[config.mk]
export PLATFORM = sky130hd
export DESIGN_NAME = fpu_issue_ctrl
export DESIGN_NICKNAME = d
export VERILOG_FILES = /design/src/rtl/fpu_pkg.sv /design/src/rtl/fpu_lat_counter.sv /design/src/rtl/fpu_issue_ctrl.sv
export SDC_FILE = /design/constraint.sdc
export NUM_CORES = 1
export LEC_CHECK = 0
export CAP_MARGIN = 20
export CORE_ASPECT_RATIO = 0.6
export CORE_UTILIZATION = 41
export DETAILED_ROUTE_END_ITERATION = 8
export PLACE_DENSITY = 0.92
export SYNTH_ARGS = -nofsm -noshare
export SYNTH_HDL_FRONTEND = slang
export SYNTH_SLANG_ARGS = --single-unit
[constraint.sdc]
create_clock -name clk -period 1.5 [get_ports clk]
set_input_delay 0.3 -clock clk [delete_from_list [all_inputs] [get_ports clk]]
set_output_delay 0.3 -clock clk [all_outputs]
set_load 0.005 [all_outputs]
[src/rtl/fpu_pkg.sv]
// Shared definitions for the fpu issue/collect slice: opcodes, rounding modes,
// controller state encoding, flag bit positions and latency selection.
package fpu_pkg;

  localparam logic [2:0] OP_ADD = 3'd0;
  localparam logic [2:0] OP_SUB = 3'd1;
  localparam logic [2:0] OP_MUL = 3'd2;
  localparam logic [2:0] OP_DIV = 3'd3;

  localparam logic [1:0] RM_NEAREST = 2'd0;
  localparam logic [1:0] RM_ZERO    = 2'd1;
  localparam logic [1:0] RM_UP      = 2'd2;
  localparam logic [1:0] RM_DOWN    = 2'd3;

  typedef enum logic [1:0] {
    FSM_IDLE = 2'd0,
    FSM_BUSY = 2'd1,
    FSM_DONE = 2'd2
  } fsm_state_e;

  // Bit positions inside the 8-bit flag vector {snan .. zero}.
  localparam int unsigned FLAG_ZERO        = 0;
  localparam int unsigned FLAG_DIV_BY_ZERO = 1;
  localparam int unsigned FLAG_UNDERFLOW   = 2;
  localparam int unsigned FLAG_OVERFLOW    = 3;
  localparam int unsigned FLAG_INE         = 4;
  localparam int unsigned FLAG_INF         = 5;
  localparam int unsigned FLAG_QNAN        = 6;
  localparam int unsigned FLAG_SNAN        = 7;

  // add/sub/mul use the short pipeline; div and unused codes use the long one.
  function automatic logic [3:0] lat_for_op(input logic [2:0] op,
                                            input logic [3:0] lat_asm,
                                            input logic [3:0] lat_div);
    logic [3:0] lat_v;
    if (op < OP_DIV) begin
      lat_v = lat_asm;
    end else begin
      lat_v = lat_div;
    end
    return lat_v;
  endfunction

endpackage

[src/rtl/fpu_lat_counter.sv]
// Loadable 4-bit down-counter; done is high while the count sits at 1,
// marking the last cycle of the operation's latency.
module fpu_lat_counter (
  input  logic       clk,
  input  logic       rst,
  input  logic       load,
  input  logic [3:0] load_val,
  input  logic       en,
  output logic       done
);

  logic [3:0] count_r;

  // Load has priority; decrement stops at zero so an idle counter stays quiet.
  always_ff @(posedge clk) begin
    if (rst) begin
      count_r <= 4'd0;
    end else if (load) begin
      count_r <= load_val;
    end else if (en && (count_r != 4'd0)) begin
      count_r <= count_r - 4'd1;
    end else begin
      count_r <= count_r;
    end
  end

  assign done = (count_r == 4'd1);

endmodule

[src/rtl/fpu_issue_ctrl.sv]
// Issue/collect controller for the fpu core: one operation in flight, fixed latency count.
// Optional FPU_ISSUE_STICKY_EN adds accumulated sticky_flags with a sticky_clr input.
module fpu_issue_ctrl
  import fpu_pkg::*;
#(
  parameter int BIT_SIZE = 15,
  parameter int LAT_ASM  = 4,
  parameter int LAT_DIV  = 12,
  parameter int TAG_W    = 4
) (
  input  logic                clk,
  input  logic                rst,
  input  logic                in_valid,
  output logic                in_ready,
  input  logic [2:0]          in_op,
  input  logic [1:0]          in_rmode,
  input  logic [BIT_SIZE:0]   in_a,
  input  logic [BIT_SIZE:0]   in_b,
  input  logic [TAG_W-1:0]    in_tag,
  output logic [2:0]          fpu_op,
  output logic [1:0]          fpu_rmode,
  output logic [BIT_SIZE:0]   opa,
  output logic [BIT_SIZE:0]   opb,
  input  logic [BIT_SIZE:0]   fpu_out,
  input  logic [7:0]          fpu_flags,
  output logic                out_valid,
  input  logic                out_ready,
  output logic [BIT_SIZE:0]   out_result,
  output logic [7:0]          out_flags,
  output logic [TAG_W-1:0]    out_tag
`ifdef FPU_ISSUE_STICKY_EN
 ,input  logic                sticky_clr,
  output logic [7:0]          sticky_flags
`endif
);

  localparam logic [1:0] S_IDLE = FSM_IDLE;
  localparam logic [1:0] S_BUSY = FSM_BUSY;
  localparam logic [1:0] S_DONE = FSM_DONE;

  if ((LAT_ASM < 1) || (LAT_ASM > 15)) begin : g_bad_lat_asm
    $error("fpu_issue_ctrl: LAT_ASM=%0d outside 1..15", LAT_ASM);
  end
  if ((LAT_DIV < 1) || (LAT_DIV > 15)) begin : g_bad_lat_div
    $error("fpu_issue_ctrl: LAT_DIV=%0d outside 1..15", LAT_DIV);
  end

  logic [1:0]       state_r;
  logic [TAG_W-1:0] tag_r;
  logic             load_s;
  logic             en_s;
  logic             done_s;
  logic [3:0]       lat_load_s;

  assign lat_load_s = lat_for_op(in_op, 4'(LAT_ASM), 4'(LAT_DIV));

  // Counter control: load on accept, count only while the core is working.
  always_comb begin
    load_s = 1'b0;
    en_s   = 1'b0;
    case (state_r)
      S_IDLE:  load_s = in_valid;
      S_BUSY:  en_s   = 1'b1;
      S_DONE:  en_s   = 1'b0;
      default: en_s   = 1'b0;
    endcase
  end

  fpu_lat_counter u_lat_counter (
    .clk      (clk),
    .rst      (rst),
    .load     (load_s),
    .load_val (lat_load_s),
    .en       (en_s),
    .done     (done_s)
  );

  // Main FSM: launch onto the core, capture at the end of latency, hold until taken.
  always_ff @(posedge clk) begin
    if (rst) begin
      state_r    <= S_IDLE;
      in_ready   <= 1'b1;
      out_valid  <= 1'b0;
      fpu_op     <= 3'd0;
      fpu_rmode  <= 2'd0;
      opa        <= {(BIT_SIZE+1){1'b0}};
      opb        <= {(BIT_SIZE+1){1'b0}};
      tag_r      <= {TAG_W{1'b0}};
      out_result <= {(BIT_SIZE+1){1'b0}};
      out_flags  <= 8'd0;
      out_tag    <= {TAG_W{1'b0}};
    end else begin
      case (state_r)
        S_IDLE: begin
          if (in_valid) begin
            fpu_op    <= in_op;
            fpu_rmode <= in_rmode;
            opa       <= in_a;
            opb       <= in_b;
            tag_r     <= in_tag;
            in_ready  <= 1'b0;
            state_r   <= S_BUSY;
          end
        end
        S_BUSY: begin
          if (done_s) begin
            out_result <= fpu_out;
            out_flags  <= fpu_flags;
            out_tag    <= tag_r;
            out_valid  <= 1'b1;
            state_r    <= S_DONE;
          end
        end
        S_DONE: begin
          if (out_ready) begin
            out_valid <= 1'b0;
            in_ready  <= 1'b1;
            state_r   <= S_IDLE;
          end
        end
        default: begin
          out_valid <= 1'b0;
          in_ready  <= 1'b1;
          state_r   <= S_IDLE;
        end
      endcase
    end
  end

`ifdef FPU_ISSUE_STICKY_EN
  logic hs_s;
  assign hs_s = out_valid && out_ready;

  // A clear coinciding with a handshake keeps only that handshake's flags.
  always_ff @(posedge clk) begin
    if (rst) begin
      sticky_flags <= 8'd0;
    end else if (sticky_clr) begin
      sticky_flags <= hs_s ? out_flags : 8'd0;
    end else if (hs_s) begin
      sticky_flags <= sticky_flags | out_flags;
    end else begin
      sticky_flags <= sticky_flags;
    end
  end
`endif

endmodule
# == Word level (Yosys, flattened, before mapping) ==
# Cells that the tools add are included.
# op_classes
n_addsub,1
magnitude_cmp,1
eq_ne,6
muxes,15
bitwise_logic,2
n_reduce_logical,9
# ops
cell,count
4-bit two-way mux,3
3-bit AND reduction,3
1-bit two-way mux,6
2-bit two-way mux,3
"2-bit inequality test, second input constant",3
1-bit case mux with 3 select lines,2
2-bit case mux with 3 select lines,1
"4-bit by 1-bit equality test with 1-bit output, second input constant",1
2-bit AND reduction,2
4-bit nonzero test,1
"4-bit by 1-bit subtractor with 4-bit output, second input constant",1
"3-bit by 2-bit < comparator with 1-bit output, second input constant",1
"2-bit by 1-bit equality test with 1-bit output, second input constant",1
"2-bit equality test, second input constant",1
2-bit zero test,1
1-bit inverter,2
2-bit nonzero test,1
1-bit logical AND,1
# word_totals
reg_bits,77
inputBits,69
output_inout_bits,67
word_cells,46

# == Logic depth before layout (Yosys ltp) ==
# logic_depth
depth_word,5
mapped_depth,7
ltp_nobuf,5

# == Cells and area by module ==
# Synthesis repeated with hierarchy kept, for this count alone.
# hier_totals
hier_cells,356
area_unflattened_um2,2866.5
# modules_own_cells
mod,instances,cells_each,area_each_um2,seq_area_each_um2
fpu_issue_ctrl,1,323,2580.0,1461.4
fpu_lat_counter,1,33,286.5,80.1

# == Least setup slack after synthesis ==
# No wires, ideal clock.
# synth_timing
kind,reg-to-reg
from,register u_lat_counter.count_r[0]
to,register u_lat_counter.count_r[0]
setup_time_ns,0.086
t_arrival_ns,1.263
required_ns,1.414
setup_slack_ns,0.152
stages_incl_launch_ff,6
n_path_buf,0
period_less_slack_ns,1.348
path_cell_list,dfxtp_1 inv_1 ha_1 nor3b_1 or3_1 a211oi_1
# synth_via
elab_chain_cells,3
word_cells_on_any_way,6
classes_between,add/sub: 1; mux: 2; reduce/logical: 3
# synth_rtl
element,line_no,source
"start, declared",fpu_lat_counter.sv:12,logic [3:0] count_r;
"start signal, assigned",fpu_lat_counter.sv:19,count_r <= load_val;
"start signal, assigned",fpu_lat_counter.sv:21,count_r <= count_r - 4'd1;
"start signal, assigned",fpu_lat_counter.sv:23,count_r <= count_r;
4-bit by 1-bit subtractor with 4-bit output or 4-bit nonzero test (tied branches),"fpu_lat_counter.sv:21, fpu_lat_counter.sv:20",
4-bit two-way mux or 1-bit logical AND (tied branches),fpu_lat_counter.sv:20,end else if (en && (count_r != 4'd0)) begin
4-bit two-way mux or 2-bit nonzero test (tied branches),-,
# Parallel ways exist; a longest one is shown, timed or not. The select of a mux whose other input is x is not followed.
# A chain may end at the register's enable or synchronous reset.

# == Worst setup path in the final report ==
# layout_timing
from,register opa[14]
to,output opa[14]
# layout_lines
element,line_no,source
"start, declared",fpu_issue_ctrl.sv:22,"output logic [BIT_SIZE:0] opa,"
"start signal, assigned",fpu_issue_ctrl.sv:86,opa <= {(BIT_SIZE+1){1'b0}};
"start signal, assigned",fpu_issue_ctrl.sv:98,opa <= in_a;
# No word-level cell between the ends.

==> results.yml <==
synth:
  postSynthAreaPerCell_um2: 8.23
  synthCells: 356
  ys_seq_elements: 77
  synth_edf_count: 0
  yosysMostFrequentCell: "nand2_1"
  synth_cell_types: 32
  syn_area_mm2: 0.00293
  yosysTopAreaCell: "dfxtp_1"
  synth_commonest_cells: "nand2_1 (84), dfxtp_1 (77), a21oi_1 (72), o21ai_0 (30), nand3_1 (28)"
  yosysWarnings: 0
  ys.flop_type: "dfxtp_1"
  syn_nets: 427
  synthArstFlopShare_pct: 0
  yosysSeqAreaShare_pct: 52.6
  synth_top_cells_by_area: "dfxtp_1 (53%), a21oi_1 (12%), nand2_1 (11%)"
  synth_top_area_share_pct: 52.6
sta:
  hold_viol: 0
  finalCritPeriodShare_pct: 98.2
  worst_pin_slew_ps: 310
  relSlewSlack_pct: 79.2
  worst_clock_skew_ps: 5.76
  rsz0062_at_grt: "false"
  post-route-min-period_ps: 1470
  setup_viol: 0
  drv_slew: 0
  clock.fmax_mhz: 679
finish:
  fin_cells: 583
  antennaDiodeCount: 0
  fin_nets: 562
  area_growth_pct: 63.8
  n_fill_cell: 552
  regArea_mm2: 0.00155
  final_core_util_pct: 70.7
  multi_input_area_mm2: 0.00123
  drive_gt1_share_pct: 10.3
power_and_ir_drop:
  p_leak_nw: 2.27
  peakVddDrop_mv: 0.894
  p_per_area_mw_per_mm2: 1040
cts:
  cts_buffers: 9
  clkTransAtPathRegs_ps: 60
  cts_htree_levels: 3
  ctsLongestPathBuffers: 2
  clk-insertion-delay-late_ps: 330
  clock-sinks: 77
  root_buffer: "clkbuf_16"
  cts_tree: "done"
route:
  wl_per_cell_um: 16.0
  highest_layer: "met4"
  wirelength_mm: 9.32
  num_vias: 3047
  wl_met2_mm: 4.48
  drc: 12
  antenna_left: 0
  met1_length_mm: 3.83
  drtPass1Iterations: 7
  via_per_inst: 5.23
  drt_iter0_drc: 202
  met3_length_um: 870
critical_path:
  required_ps: 1200
  worst-path-max-fanout: 2
  path_depth: 1
  crit_type: "reg2out"
  reg2reg_depth: 5
  cp_slowest_stage_delay_ps: 510
  start_kind: "register"
  critPathSlowestCell: "clkdlybuf4s50_1"
  reg2reg_from: "u_lat_counter.count_r[0]$_SDFFE_PP0P_"
  path_buf_inv: 1
  critPathTopFamily: "buffers and inverters"
  path_cells: "clkdlybuf4s50_1"
  setup.worst_path.start: "opa[14]$_SDFFE_PP0P_"
  critPathArrivalTime_ps: 1170
  worstSetupEndpointType: "output port"
grt:
  grt_util_all_layers_pct: 25.2
  grt_first_pass_wirelength_mm: 14.3
  grt_antenna_before_repair: 0
  grt_max_degree: 36
  grt_pass1_vias: 2929
  overflow: 0
placement:
  gp_congestion: 0.848
  io_buffers: 135
  place_inst: 567
  dpl.hpwl_mm: 6.53
floorplanning:
  die_x_um: 111
  io_pins: 136
  core.rowCount: 23
  core_area_mm2: 0.00679
  initial_core_util_pct: 43.1
  die-area_mm2: 0.00750
  die_h_um: 67.5
min_path:
  hp-start: "rst"
  hp-class: "in2reg"
  hold_path_depth: 2
flow_run:
  cap_viol_max_count: 0
run_status:
  violations: "DRC"
  status: "complete, but fails checks"
[state kept, by name, summed over array words and instances (netlist names), 3 cells and up]
name,flops
opa,16
out_flags,8
tag_r,4
out_result,16
out_tag,4
opb,16
u_lat_counter.count_r,4
fpu_op,3
[layer usage]
metal,up-vias,global-route usage [%]
li1,1477,-
met1,1441,28.7
met2,115,42.1
met3,14,11.4
met4,0,10.8
met5,-,0
[per-stage QoR]
step	setup TNS [ps]	instance area (µm²)	worst slack (ps)	power, W	hold slack (ps)
after CTS	0	4690	0.236	0.00505	346
after global routing	0	4800	0.164	0.00519	349
final	0	4800	26.3	0.00500	347
after floorplan	0	2930	152	0.00249	436
after global placement	-9270	4400	-240	0.00287	440
after detailed placement	-9880	4400	-256	0.00290	447
[layout by cell type, fill, tap and decap left out, types with 2 or more instances in the layout]
| master | n |
|---|---|
| nand2_1 | 84 |
| clkbuf_16 | 9 |
| a211oi_2 | 3 |
| ha_1 | 2 |
| dfxtp_2 | 4 |
| nand3_1 | 28 |
| clkinv_2 | 2 |
| or3_1 | 3 |
| dlymetal6s2s_1 | 32 |
| nand3b_1 | 2 |
| nand2b_1 | 2 |
| buf_4 | 17 |
| dfxtp_1 | 72 |
| inv_1 | 3 |
| o21ai_1 | 4 |
| clkinvlp_4 | 2 |
| clkbuf_1 | 2 |
| dlygate4sd2_1 | 11 |
| o21ai_0 | 29 |
| clkdlybuf4s50_1 | 91 |
| a21oi_1 | 71 |
| buf_6 | 3 |
[power by group]
| group | total (W) | internal (W) | switching [W] |
|---|---|---|---|
| clock network | 0.00214 | 0.00133 | 0.000816 |
| registers | 0.00220 | 0.00214 | 0.0000591 |
| logic | 0.000659 | 0.000382 | 0.000277 |
[kinds of logic (layout without fill, tap and decap cells)]
kind of cell,Yosys count,count (layout),synth area share [%]
adders and majority gates,2,2,0.854
DFF,77,77,52.6
AOI/OAI and AO/OA,111,111,19.9
and+or+nand+nor,129,129,20.4
buffers and inverters,36,176,5.94
muxes,1,1,0.342
[cell type report]
class | instances | area share [%]
inverter | 4 | 0.391
tap | 87 | 2.27
sequential | 77 | 32.3
timing repair buffer | 156 | 33.2
clock buffer | 12 | 5.14
multi-input combinational | 243 | 25.7
clock inverter | 4 | 0.991
[worst paths after layout]
check	to	slack [ps]
setup / recovery	opa[14]	30
hold / removal	opb[0]$_SDFFE_PP0P_	350
setup reg to reg	u_lat_counter.count_r[1]$_SDFFE_PP0P_	50
hold reg to reg	opa[6]$_SDFFE_PP0P_	450
[repair_timing]
item / 4_1_cts / 5_1_grt
pin swaps: 0 / 1
gates resized for setup: 14 / 44
endpoints found under the setup margin: 12 / 53
hold endpoints to repair: 0 / 0
hold buffers: 0 / 0
setup buffers: 0 / 0
(Power assumes the default switching activity.)
